===== src/rtl/instaweb_pkg.sv =====
// Shared definitions for the instaweb relay TX scheduler: FSM encoding,
// default channel count and owner-field indexing.
package instaweb_pkg;

  localparam int unsigned DEF_NUM_CH = 8;

  typedef enum logic [1:0] {
    ST_IDLE  = 2'd0,
    ST_ARB   = 2'd1,
    ST_GRANT = 2'd2,
    ST_DRAIN = 2'd3
  } sched_state_e;

  // LSB of channel ch's owner-id field in the flat ch_owner vector
  function automatic int unsigned owner_lsb(input int unsigned ch, input int unsigned req_w);
    return ch * req_w;
  endfunction

endpackage


===== src/rtl/instaweb_rr_arbiter.sv =====
// Rotating-priority select: first eligible lane at or after rr_ptr, wrapping.
module instaweb_rr_arbiter #(
  parameter int unsigned NUM_REQ = 4,
  parameter int unsigned REQ_W   = 2
) (
  input  logic [NUM_REQ-1:0] eligible,
  input  logic [REQ_W-1:0]   rr_ptr,
  output logic               hit,
  output logic [REQ_W-1:0]   id
);

  logic [REQ_W-1:0] idx;

  always_comb begin
    hit = 1'b0;
    id  = '0;
    idx = '0;
    for (int unsigned k = 0; k < NUM_REQ; k++) begin
      idx = REQ_W'((32'(rr_ptr) + k) % NUM_REQ);
      if (!hit && eligible[idx]) begin
        hit = 1'b1;
        id  = idx;
      end
    end
  end

endmodule


===== src/rtl/instaweb_tx_scheduler.sv =====
// Shares the relay's optical TX channels between relay lanes: round-robin grants
// of whole channel masks, each channel then held for BURST_LEN cycles.
module instaweb_tx_scheduler
  import instaweb_pkg::*;
#(
  parameter int unsigned NUM_REQ   = 4,
  parameter int unsigned NUM_CH    = DEF_NUM_CH,
  parameter int unsigned BURST_LEN = 16,
  parameter int unsigned REQ_W     = $clog2(NUM_REQ),
  parameter int unsigned CNT_W     = $clog2(BURST_LEN + 1)
) (
  input  logic                      clk_2g,
  input  logic                      rst,
  input  logic                      sched_en,
  input  logic [NUM_CH-1:0]         ch_enable,
  input  logic [NUM_REQ-1:0]        req_valid,
  input  logic [NUM_REQ*NUM_CH-1:0] req_mask,
  output logic [NUM_REQ-1:0]        req_ready,
  output logic                      grant_valid,
  output logic [REQ_W-1:0]          grant_id,
  output logic [NUM_CH-1:0]         grant_mask,
  output logic [NUM_CH-1:0]         ch_busy,
  output logic [NUM_CH*REQ_W-1:0]   ch_owner,
  output logic                      err_empty_mask,
  output logic                      drain_done
);

  sched_state_e state, state_nxt;

  logic [REQ_W-1:0]   rr_ptr;
  logic [REQ_W-1:0]   pend_id;
  logic [NUM_REQ-1:0] eligible;
  logic               arb_hit;
  logic [REQ_W-1:0]   arb_id;
  logic [NUM_CH-1:0]  sel_mask;
  logic               take;

  logic [NUM_REQ-1:0] req_ready_d;
  logic               grant_valid_d;
  logic [REQ_W-1:0]   grant_id_d;
  logic [NUM_CH-1:0]  grant_mask_d;
  logic               err_d;

  logic [CNT_W-1:0]          cnt     [NUM_CH];
  logic [CNT_W-1:0]          cnt_nxt [NUM_CH];
  logic [NUM_CH*REQ_W-1:0]   owner_nxt;

  // A lane is eligible only if none of its channels is owned or disabled
  always_comb begin
    eligible = '0;
    for (int unsigned i = 0; i < NUM_REQ; i++) begin
      eligible[i] = req_valid[i] &&
                    ((req_mask[i*NUM_CH +: NUM_CH] & (ch_busy | ~ch_enable)) == '0);
    end
  end

  instaweb_rr_arbiter #(
    .NUM_REQ (NUM_REQ),
    .REQ_W   (REQ_W)
  ) u_arb (
    .eligible (eligible),
    .rr_ptr   (rr_ptr),
    .hit      (arb_hit),
    .id       (arb_id)
  );

  always_comb begin
    sel_mask = '0;
    for (int unsigned i = 0; i < NUM_REQ; i++) begin
      if (arb_id == REQ_W'(i)) sel_mask = req_mask[i*NUM_CH +: NUM_CH];
    end
  end

  assign take = (state == ST_ARB) && sched_en && (|req_valid) && arb_hit;

  // FSM state register
  always_ff @(posedge clk_2g or posedge rst) begin
    if (rst) state <= ST_IDLE;
    else     state <= state_nxt;
  end

  // FSM next state
  always_comb begin
    state_nxt = state;
    case (state)
      ST_IDLE:  if (sched_en && (|req_valid)) state_nxt = ST_ARB;
      ST_ARB: begin
        if (!sched_en)        state_nxt = ST_DRAIN;
        else if (!(|req_valid)) state_nxt = ST_IDLE;
        else if (arb_hit)     state_nxt = ST_GRANT;
      end
      ST_GRANT: state_nxt = sched_en ? ST_ARB : ST_DRAIN;
      ST_DRAIN: begin
        if (sched_en)          state_nxt = ST_ARB;
        else if (!(|ch_busy))  state_nxt = ST_IDLE;
      end
      default:  state_nxt = ST_IDLE;
    endcase
  end

  // FSM outputs: next values of the grant handshake, registered below
  always_comb begin
    req_ready_d   = '0;
    grant_valid_d = 1'b0;
    grant_id_d    = '0;
    grant_mask_d  = '0;
    err_d         = 1'b0;
    if (take) begin
      req_ready_d[arb_id] = 1'b1;
      if (sel_mask != '0) begin
        grant_valid_d = 1'b1;
        grant_id_d    = arb_id;
        grant_mask_d  = sel_mask;
      end else begin
        err_d = 1'b1;
      end
    end
  end

  always_ff @(posedge clk_2g or posedge rst) begin
    if (rst) begin
      req_ready      <= '0;
      grant_valid    <= 1'b0;
      grant_id       <= '0;
      grant_mask     <= '0;
      err_empty_mask <= 1'b0;
      pend_id        <= '0;
      rr_ptr         <= '0;
    end else begin
      req_ready      <= req_ready_d;
      grant_valid    <= grant_valid_d;
      grant_id       <= grant_id_d;
      grant_mask     <= grant_mask_d;
      err_empty_mask <= err_d;
      if (take) pend_id <= arb_id;
      // Pointer moves past the served lane, empty-mask acknowledgements included
      if (state == ST_GRANT)
        rr_ptr <= (pend_id == REQ_W'(NUM_REQ - 1)) ? '0 : REQ_W'(pend_id + 1'b1);
    end
  end

  // Hold counters: load on the grant pulse, count down to zero, release ownership at expiry
  always_comb begin
    owner_nxt = ch_owner;
    for (int unsigned c = 0; c < NUM_CH; c++) begin
      cnt_nxt[c] = cnt[c];
      if (grant_valid && grant_mask[c]) begin
        cnt_nxt[c] = CNT_W'(BURST_LEN);
        owner_nxt[owner_lsb(c, REQ_W) +: REQ_W] = grant_id;
      end else if (cnt[c] != '0) begin
        cnt_nxt[c] = cnt[c] - 1'b1;
        if (cnt[c] == CNT_W'(1)) owner_nxt[owner_lsb(c, REQ_W) +: REQ_W] = '0;
      end
    end
  end

  always_ff @(posedge clk_2g or posedge rst) begin
    if (rst) begin
      for (int unsigned c = 0; c < NUM_CH; c++) cnt[c] <= '0;
      ch_busy  <= '0;
      ch_owner <= '0;
    end else begin
      for (int unsigned c = 0; c < NUM_CH; c++) begin
        cnt[c]     <= cnt_nxt[c];
        ch_busy[c] <= (cnt_nxt[c] != '0);
      end
      ch_owner <= owner_nxt;
    end
  end

  assign drain_done = ~sched_en & ~(|ch_busy);

endmodule


===== config.mk =====
export PLATFORM = sky130hd
export DESIGN_NAME = instaweb_tx_scheduler
export DESIGN_NICKNAME = d
export VERILOG_FILES = /design/src/rtl/instaweb_pkg.sv /design/src/rtl/instaweb_rr_arbiter.sv /design/src/rtl/instaweb_tx_scheduler.sv
export SDC_FILE = /design/constraint.sdc
export NUM_CORES = 1
export LEC_CHECK = 0
export CORE_ASPECT_RATIO = 1.75
export CORE_MARGIN = 2
export CORE_UTILIZATION = 52
export CTS_CLUSTER_SIZE = 40
export DETAILED_ROUTE_END_ITERATION = 10
export MAX_ROUTING_LAYER = met4
export PLACE_DENSITY = 0.83
export SYNTH_ARGS = -nofsm -noshare
export SYNTH_HDL_FRONTEND = slang
export SYNTH_SLANG_ARGS = --single-unit

===== constraint.sdc =====
create_clock -name clk_2g -period 3.9 [get_ports clk_2g]
set_input_delay 0.78 -clock clk_2g [delete_from_list [all_inputs] [get_ports clk_2g]]
set_output_delay 0.78 -clock clk_2g [all_outputs]
set_load 0.02 [all_outputs]

==> impl_metrics.env, run 1 <==
export IMPL_grt_max_degree=37
export IMPL_cts_sinks=86
export IMPL_wl_per_cell_um=18.1
export IMPL_clock_latency_ns=0.34
export IMPL_period_share=0.962
export IMPL_ys_types=48
export IMPL_layout_drive_gt1_share=0.110
export IMPL_min_period_ns=3.75
export IMPL_port_buffer_count=87
export IMPL_postLayoutCellArea_sq_um=6060
export IMPL_ctsLongestPathBuffers=2
export IMPL_powerDensity_nw_per_um2=550
export IMPL_slowest_delay_ns=0.57
export IMPL_cts_tree="done"
export IMPL_gp_congestion=1.01
export IMPL_dieWidth_um=74.5
export IMPL_rows=45
export IMPL_max_slew_worst_pin_slew_ns=0.612
export IMPL_crit_family="simple AND/OR/NAND/NOR gates"
export IMPL_antenna_found_initial=0
export IMPL_swShare=0.348
export IMPL_start_kind="input port"
export IMPL_layout_nets=658
export IMPL_instances_no_fill=716
export IMPL_cp_max_fo=16
export IMPL_outcome="completed"
export IMPL_syn_inst=478
export IMPL_slew_violations=0
export IMPL_finalHoldViolations=0
export IMPL_final_common_cell="clkdlybuf4s50_1"
export IMPL_regArea_sq_um=2150
export IMPL_dr_total_vias=4093
export IMPL_start_util=0.529
export IMPL_dp_cells=700
export IMPL_cts_made_buffers=9
export IMPL_cap_violations=0
export IMPL_async_reset_ff_frac=1.00
export IMPL_synth_edff_count=0
export IMPL_required_ns=4.12
export IMPL_fill_cells=669
export IMPL_endpoint_kind="flip-flop"
export IMPL_synth_seq_area_share=0.476
export IMPL_hpwl_um=9860
export IMPL_via_per_inst=5.72
export IMPL_synth_area_sq_um=4520
export IMPL_cts_setup_buffers=0
export IMPL_drcViolationCount=0
export IMPL_boundaryPins=88
export IMPL_critPathSlowestCell="or4_4"
export IMPL_path_common_cell="buf_4"
export IMPL_clkTransAtPathRegs_ns=0.06
export IMPL_core_sq_um=8560
export IMPL_finalSetupViolCount=0
export IMPL_place_area_sq_um=5740
export IMPL_hold_ws_ns=0.485
export IMPL_max_clock_freq_mhz=267
export IMPL_leakagePower_uw=0.00288
export IMPL_grt_pass1_wl_um=20600
export IMPL_grt_usage=0.295
export IMPL_syn_avg_cell_area_sq_um=9.47
export IMPL_crit_chain="clkdlybuf4s50_1 -> nand2b_4 -> buf_4 -> a222oi_1 -> and4_1 -> nor3b_1 -> a211o_1 -> buf_4 -> nor3_1 -> a211oi_2 -> o22ai_1 -> or4_4 -> and2_1"
export IMPL_wirelength_um=12900
export IMPL_synth_yosys_warnings=0
export IMPL_htreeDepth=3
export IMPL_pwr_share_clk=0.257
export IMPL_combPwrFrac=0.351
export IMPL_synth_seq_cells=86
export IMPL_hp_class="reg2reg"
export IMPL_syn_nets=542
export IMPL_antenna_cells=0
export IMPL_grt_setup_unrepaired="false"
export IMPL_multi_input_area_sq_um=2170
export IMPL_most_common_layout_cells="clkdlybuf4s50_1, dfrtp_1, nand2_1, inv_1, nor3_1"
export IMPL_worstPathArrival_ns=3.97
export IMPL_p_switching_uw=1160
export IMPL_worst_setup_path_type="in2reg"
export IMPL_ant_nets=0
export IMPL_max_vdd_ir_drop_mv=0.333
export IMPL_grt_pass1_vias=4215
export IMPL_die_area_sq_um=9490
export IMPL_cp_buffers_inverters=3
export IMPL_skew_ns=0.00526
export IMPL_drt_pass1_iter_count=5
export IMPL_max_slew_margin=0.592
export IMPL_synth_ff_type="dfrtp_1"
export IMPL_chipHeight_um=127
export IMPL_syn2layout_area_growth_pct=34.0
export IMPL_seq_power_share=0.392
export IMPL_grt_overflow=0
export IMPL_cts_root_buf="clkbuf_16"
export IMPL_p_int_uw=2180
export IMPL_drt_iter0_markers=411
-- routing by layer --
| metal | vias up | wire, um | global-route usage |
|---|---|---|---|
| met3 | 44 | 641 | 0.0457 |
| met4 | 0 | 619 | 0.139 |
| met1 | 1981 | 4940 | 0.334 |
| li1 | 1914 | - | - |
| met5 | - | 0 | - |
| met2 | 154 | 6750 | 0.498 |
-- timing repair --
item / CTS / global route
hold buffers: 0 / 0
setup endpoints to repair: 0 / 3
endpoints found under the hold margin: 0 / 0
resized for setup: 0 / 5
-- power groups by stage --
stage / Combinational, uW / Sequential (uW) / Clock, uW
after global placement: 1110 / 1300 / 0
after CTS: 1180 / 1300 / 869
final: 1170 / 1310 / 857
after detailed placement: 1160 / 1320 / 0
after global routing: 1330 / 1330 / 908
after floorplan: 824 / 1280 / 0
-- state kept, by name, indices dropped and copies added (netlist names) --
signal          cells
req_ready           4
rr_ptr              2
err_empty_mask      1
cnt                40
grant_valid         1
ch_busy             8
state               2
grant_mask          8
grant_id            2
pend_id             2
ch_owner           16
-- worst register-to-register path, cell delays in order (launching register included) --
cell,delay (ns)
dfrtp_1,0.46
nand2b_1,0.25
nand2_1,0.09
nand2_1,0.08
or3_1,0.41
buf_4,0.16
o211a_2,0.13
buf_4,0.19
o21ai_0,0.37
o211a_1,0.25
o22ai_1,0.11
or4_4,0.55
and2_1,0.17
-- logic make-up after synthesis --
family,synth area share
buffers and inverters,0.0498
AND/OR/NAND/NOR,0.236
multiplexers,0.00249
XOR/XNOR,0.0310
adder cells (fa/ha/maj),0.0470
flip-flops,0.476
AO/OA/AOI/OAI,0.158
-- through the flow --
stage	utilization	TNS, ns	total power, uW	worst slack, ns
after global placement	0.671	-0.403	2410	-0.125
after global routing	0.708	0	3570	0.00446
after detailed placement	0.671	-0.472	2480	-0.141
after floorplan	-	0	2110	0.565
final	0.708	0	3340	0.150
after CTS	0.706	0	3350	0.169
-- synthesized netlist by cell type (all sizes together), types with 6 or more instances --
| cell type | instances | share of area |
|---|---|---|
| or3 | 14 | 0.019 |
| a22o | 10 | 0.019 |
| nand2b | 20 | 0.034 |
| ha | 17 | 0.047 |
| o211a | 9 | 0.020 |
| nand2 | 50 | 0.041 |
| nor3 | 35 | 0.039 |
| dfrtp | 86 | 0.48 |
| o21ai | 11 | 0.012 |
| a211oi | 16 | 0.028 |
| and2 | 12 | 0.017 |
| clkbuf | 12 | 0.010 |
| nor2 | 33 | 0.027 |
| and3 | 10 | 0.014 |
| a21oi | 11 | 0.012 |
| nand3 | 9 | 0.010 |
| xor2 | 6 | 0.012 |
| xnor2 | 10 | 0.019 |
| inv | 41 | 0.034 |
| a22oi | 11 | 0.018 |
-- area by class of cell --
type	count	share of cell area
clock buffers	11	0.0400
clock inverters	5	0.00929
well taps	117	0.0241
repair buffers	121	0.188
inverters	41	0.0256
multi-input cells	335	0.358
flip-flops and latches	86	0.355
-- final timing paths --
check / startpoint / end / slack, ns / depth (start not counted)
max: ch_enable[3] / grant_id[0] / 0.15 / 13
min: pend_id[1] / pend_id[1] / 0.48 / 1
max reg2reg: ch_busy[5] / grant_id[0] / 0.56 / 12
min reg2reg: pend_id[1] / pend_id[1] / 0.48 / 1
max in group asynchronous: rst / cnt[29] / 2.28 / 3
min in group asynchronous: rst / cnt[11] / 0.79 / 2
Power figures use the tool's default switching activity.
==> run 2: changes to the inputs <==
--- a/config.mk
+++ b/config.mk
@@ -14,4 +14,5 @@
 export PLACE_DENSITY = 0.83
 export SYNTH_ARGS = -nofsm -noshare
 export SYNTH_HDL_FRONTEND = slang
+export SYNTH_HIERARCHICAL = 1
 export SYNTH_SLANG_ARGS = --single-unit
==> impl_metrics.env, run 2 <==
export IMPL_syn_nets=524
export IMPL_top_regs="cnt (40), ch_owner (16)"
export IMPL_hold_ws_ns=0.500
export IMPL_cts_made_buffers=9
export IMPL_seq_power_share=0.405
export IMPL_drt_pass1_iter_count=5
export IMPL_wl_met1_um=4700
export IMPL_swShare=0.375
export IMPL_rows=45
export IMPL_largest_register_ffs=40
export IMPL_start_util=0.531
export IMPL_crit_family="compound AO/OA/AOI/OAI gates"
export IMPL_route_met2_wl_um=5800
export IMPL_cp_max_fo=9
export IMPL_cts_sinks=86
export IMPL_synthTopCellsByArea="dfrtp_1, ha_1, nand2_1, mux4_2, nor2_1"
export IMPL_outcome="completed"
export IMPL_start_kind="input port"
export IMPL_boundaryPins=88
export IMPL_period_share=0.957
export IMPL_max_vdd_ir_drop_mv=0.359
export IMPL_critPathSlowestCell="mux4_2"
export IMPL_power_total_uw=3670
export IMPL_final_common_cell="clkdlybuf4s50_1"
export IMPL_layout_nets=623
export IMPL_combPwrFrac=0.376
export IMPL_yosys_cell_count_top_type="dfrtp_1"
export IMPL_instances_no_fill=673
export IMPL_synth_top_area_frac=0.470
export IMPL_syn_avg_cell_area_sq_um=10.1
export IMPL_ctsLongestPathBuffers=2
export IMPL_r2r_slack_ns=0.49
export IMPL_most_common_layout_cells="clkdlybuf4s50_1, dfrtp_1, nand2_1, nor2_1, ha_1"
export IMPL_crit_chain="clkdlybuf4s50_1 -> nand2b_1 -> a22o_1 -> a221oi_1 -> and4_1 -> inv_1 -> a221o_1 -> a21oi_1 -> buf_12 -> mux4_2 -> nor4_2 -> buf_4 -> and3_1"
export IMPL_leakagePower_uw=0.00258
export IMPL_synth_seq_area_share=0.470
export IMPL_ant_nets=0
export IMPL_grt_usage=0.264
export IMPL_routed_wl_met3_um=625
export IMPL_rr_startpoint="ch_busy[7]"
export IMPL_postLayoutCellArea_sq_um=5950
export IMPL_syn2layout_area_growth_pct=30.2
export IMPL_slowest_delay_ns=0.52
export IMPL_synth_seq_cells=86
export IMPL_hold_end="ch_owner[8]"
export IMPL_synth_edff_count=0
export IMPL_grt_pass1_wl_um=18300
export IMPL_cts_setup_buffers=0
export IMPL_grt_pass1_vias=3909
export IMPL_synth_common_cells="dfrtp_1, nand2_1, nor2_1"
export IMPL_drt_iter0_markers=354
export IMPL_clock_latency_ns=0.35
export IMPL_dieWidth_um=74.9
export IMPL_hp_class="reg2reg"
export IMPL_p_int_uw=2300
export IMPL_yosysTopAreaCell="dfrtp_1"
export IMPL_ys_types=48
export IMPL_chipHeight_um=128
export IMPL_highest_layer="met4"
export IMPL_gp_congestion=1.04
export IMPL_hold_depth=2
export IMPL_fill_cells=652
export IMPL_p_switching_uw=1380
export IMPL_grt_setup_unrepaired="false"
export IMPL_htreeDepth=3
export IMPL_worst_setup_path_type="in2reg"
export IMPL_dr_total_vias=3860
export IMPL_die_area_sq_um=9590
export IMPL_cap_violations=0
export IMPL_grt_max_degree=46
export IMPL_endpoint_kind="flip-flop"
export IMPL_dp_cells=657
export IMPL_async_reset_ff_frac=1.00
export IMPL_holdBufCountCts=0
export IMPL_finalHoldViolations=0
export IMPL_port_buffer_count=87
export IMPL_required_ns=4.18
export IMPL_place_area_sq_um=5660
export IMPL_grt_overflow=0
export IMPL_finalSetupViolCount=0
export IMPL_antenna_cells=0
export IMPL_syn_inst=452
export IMPL_synth_ff_type="dfrtp_1"
export IMPL_synth_area_sq_um=4570
export IMPL_worstPathArrival_ns=4.01
export IMPL_via_per_inst=5.74
export IMPL_worstReg2RegEnd="err_empty_mask"
export IMPL_antenna_found_initial=0
export IMPL_r2r_cells=12
export IMPL_skew_ns=0.00679
export IMPL_cp_buffers_inverters=4
export IMPL_layout_drive_gt1_share=0.0953
export IMPL_synth_yosys_warnings=6
export IMPL_pwr_share_clk=0.219
export IMPL_hpwl_um=8900
export IMPL_top_register="cnt"
export IMPL_min_period_ns=3.73
export IMPL_cts_root_buf="clkbuf_16"
export IMPL_drcViolationCount=0
export IMPL_max_clock_freq_mhz=268
export IMPL_max_slew_margin=0.480
export IMPL_core_sq_um=8610
export IMPL_wirelength_um=11500
export IMPL_clkTransAtPathRegs_ns=0.06
export IMPL_powerDensity_nw_per_um2=617
export IMPL_cts_tree="done"
export IMPL_min_from="ch_owner[8]"
export IMPL_max_slew_worst_pin_slew_ns=0.780
export IMPL_wl_per_cell_um=17.0
export IMPL_slew_violations=0
export IMPL_utilization=0.691
[run 2: worst max-delay path by stage]
stage                          end  cells after the start  slack [ns]          from
finish              err_empty_mask                     13        0.17  ch_enable[5]
global route        err_empty_mask                     12        0.04  ch_enable[7]
CTS                 err_empty_mask                     13        0.08  ch_enable[5]
detailed placement  err_empty_mask                     12       -0.42  ch_enable[2]
global placement    err_empty_mask                     12       -0.30  ch_enable[2]
floorplan           err_empty_mask                     11        0.30  ch_enable[7]
[run 2: repair_timing]
action / in CTS / in global routing
setup endpoints to repair: 4 / 4
resized for setup: 1 / 1
cloned: 0 / 0
[run 2: layout make-up]
cell class / count / area [sq um] / share of cell area
repair buffers: 103 / 1000 / 0.169
multi-input cells: 325 / 2270 / 0.381
inverters: 26 / 98.8 / 0.0166
flip-flops and latches: 86 / 2150 / 0.361
well taps: 117 / 146 / 0.0246
clock inverters: 6 / 46.3 / 0.00777
clock buffers: 10 / 239 / 0.0401
[run 2: metal layers]
metal  vias up  global-route usage
met2       149               0.424
met5         -                   -
met3        29              0.0495
met1      1868               0.320
met4         0               0.116
li1       1814                   -
[run 2: through the flow]
stage | setup slack [ns] | TNS, ns
after floorplan | 0.297 | 0
after global placement | -0.296 | -1.15
after detailed placement | -0.417 | -1.62
after CTS | 0.0773 | 0
after global routing | 0.0381 | 0
final | 0.167 | 0
[run 2: cells by family after synthesis]
group / Yosys count / synth area share
compound gates: 62 / 0.101
xor+xnor: 19 / 0.0364
fa+ha+maj: 25 / 0.0684
buf+inv: 41 / 0.0372
flops: 86 / 0.470
mux: 11 / 0.0462
simple gates: 208 / 0.240
[run 2: power groups by stage]
stage               logic [uW]  clock network [uW]  registers (uW)
finish                    1380                 803            1490
global route              1550                 854            1530
CTS                       1390                 818            1480
detailed placement        1370                   0            1500
global placement          1300                   0            1480
floorplan                  954                   0            1460
[run 2: worst register-to-register path, cell delays in order (launching register included)]
cell and delay [ns]:
dfrtp_1 0.46, nand2b_1 0.20, a22o_1 0.25, a221oi_1 0.19
and4_1 0.24, inv_1 0.06, a221o_1 0.34, a21oi_1 0.25
buf_12 0.18, mux4_2 0.52, nor4_2 0.34, buf_4 0.18
and3_1 0.15
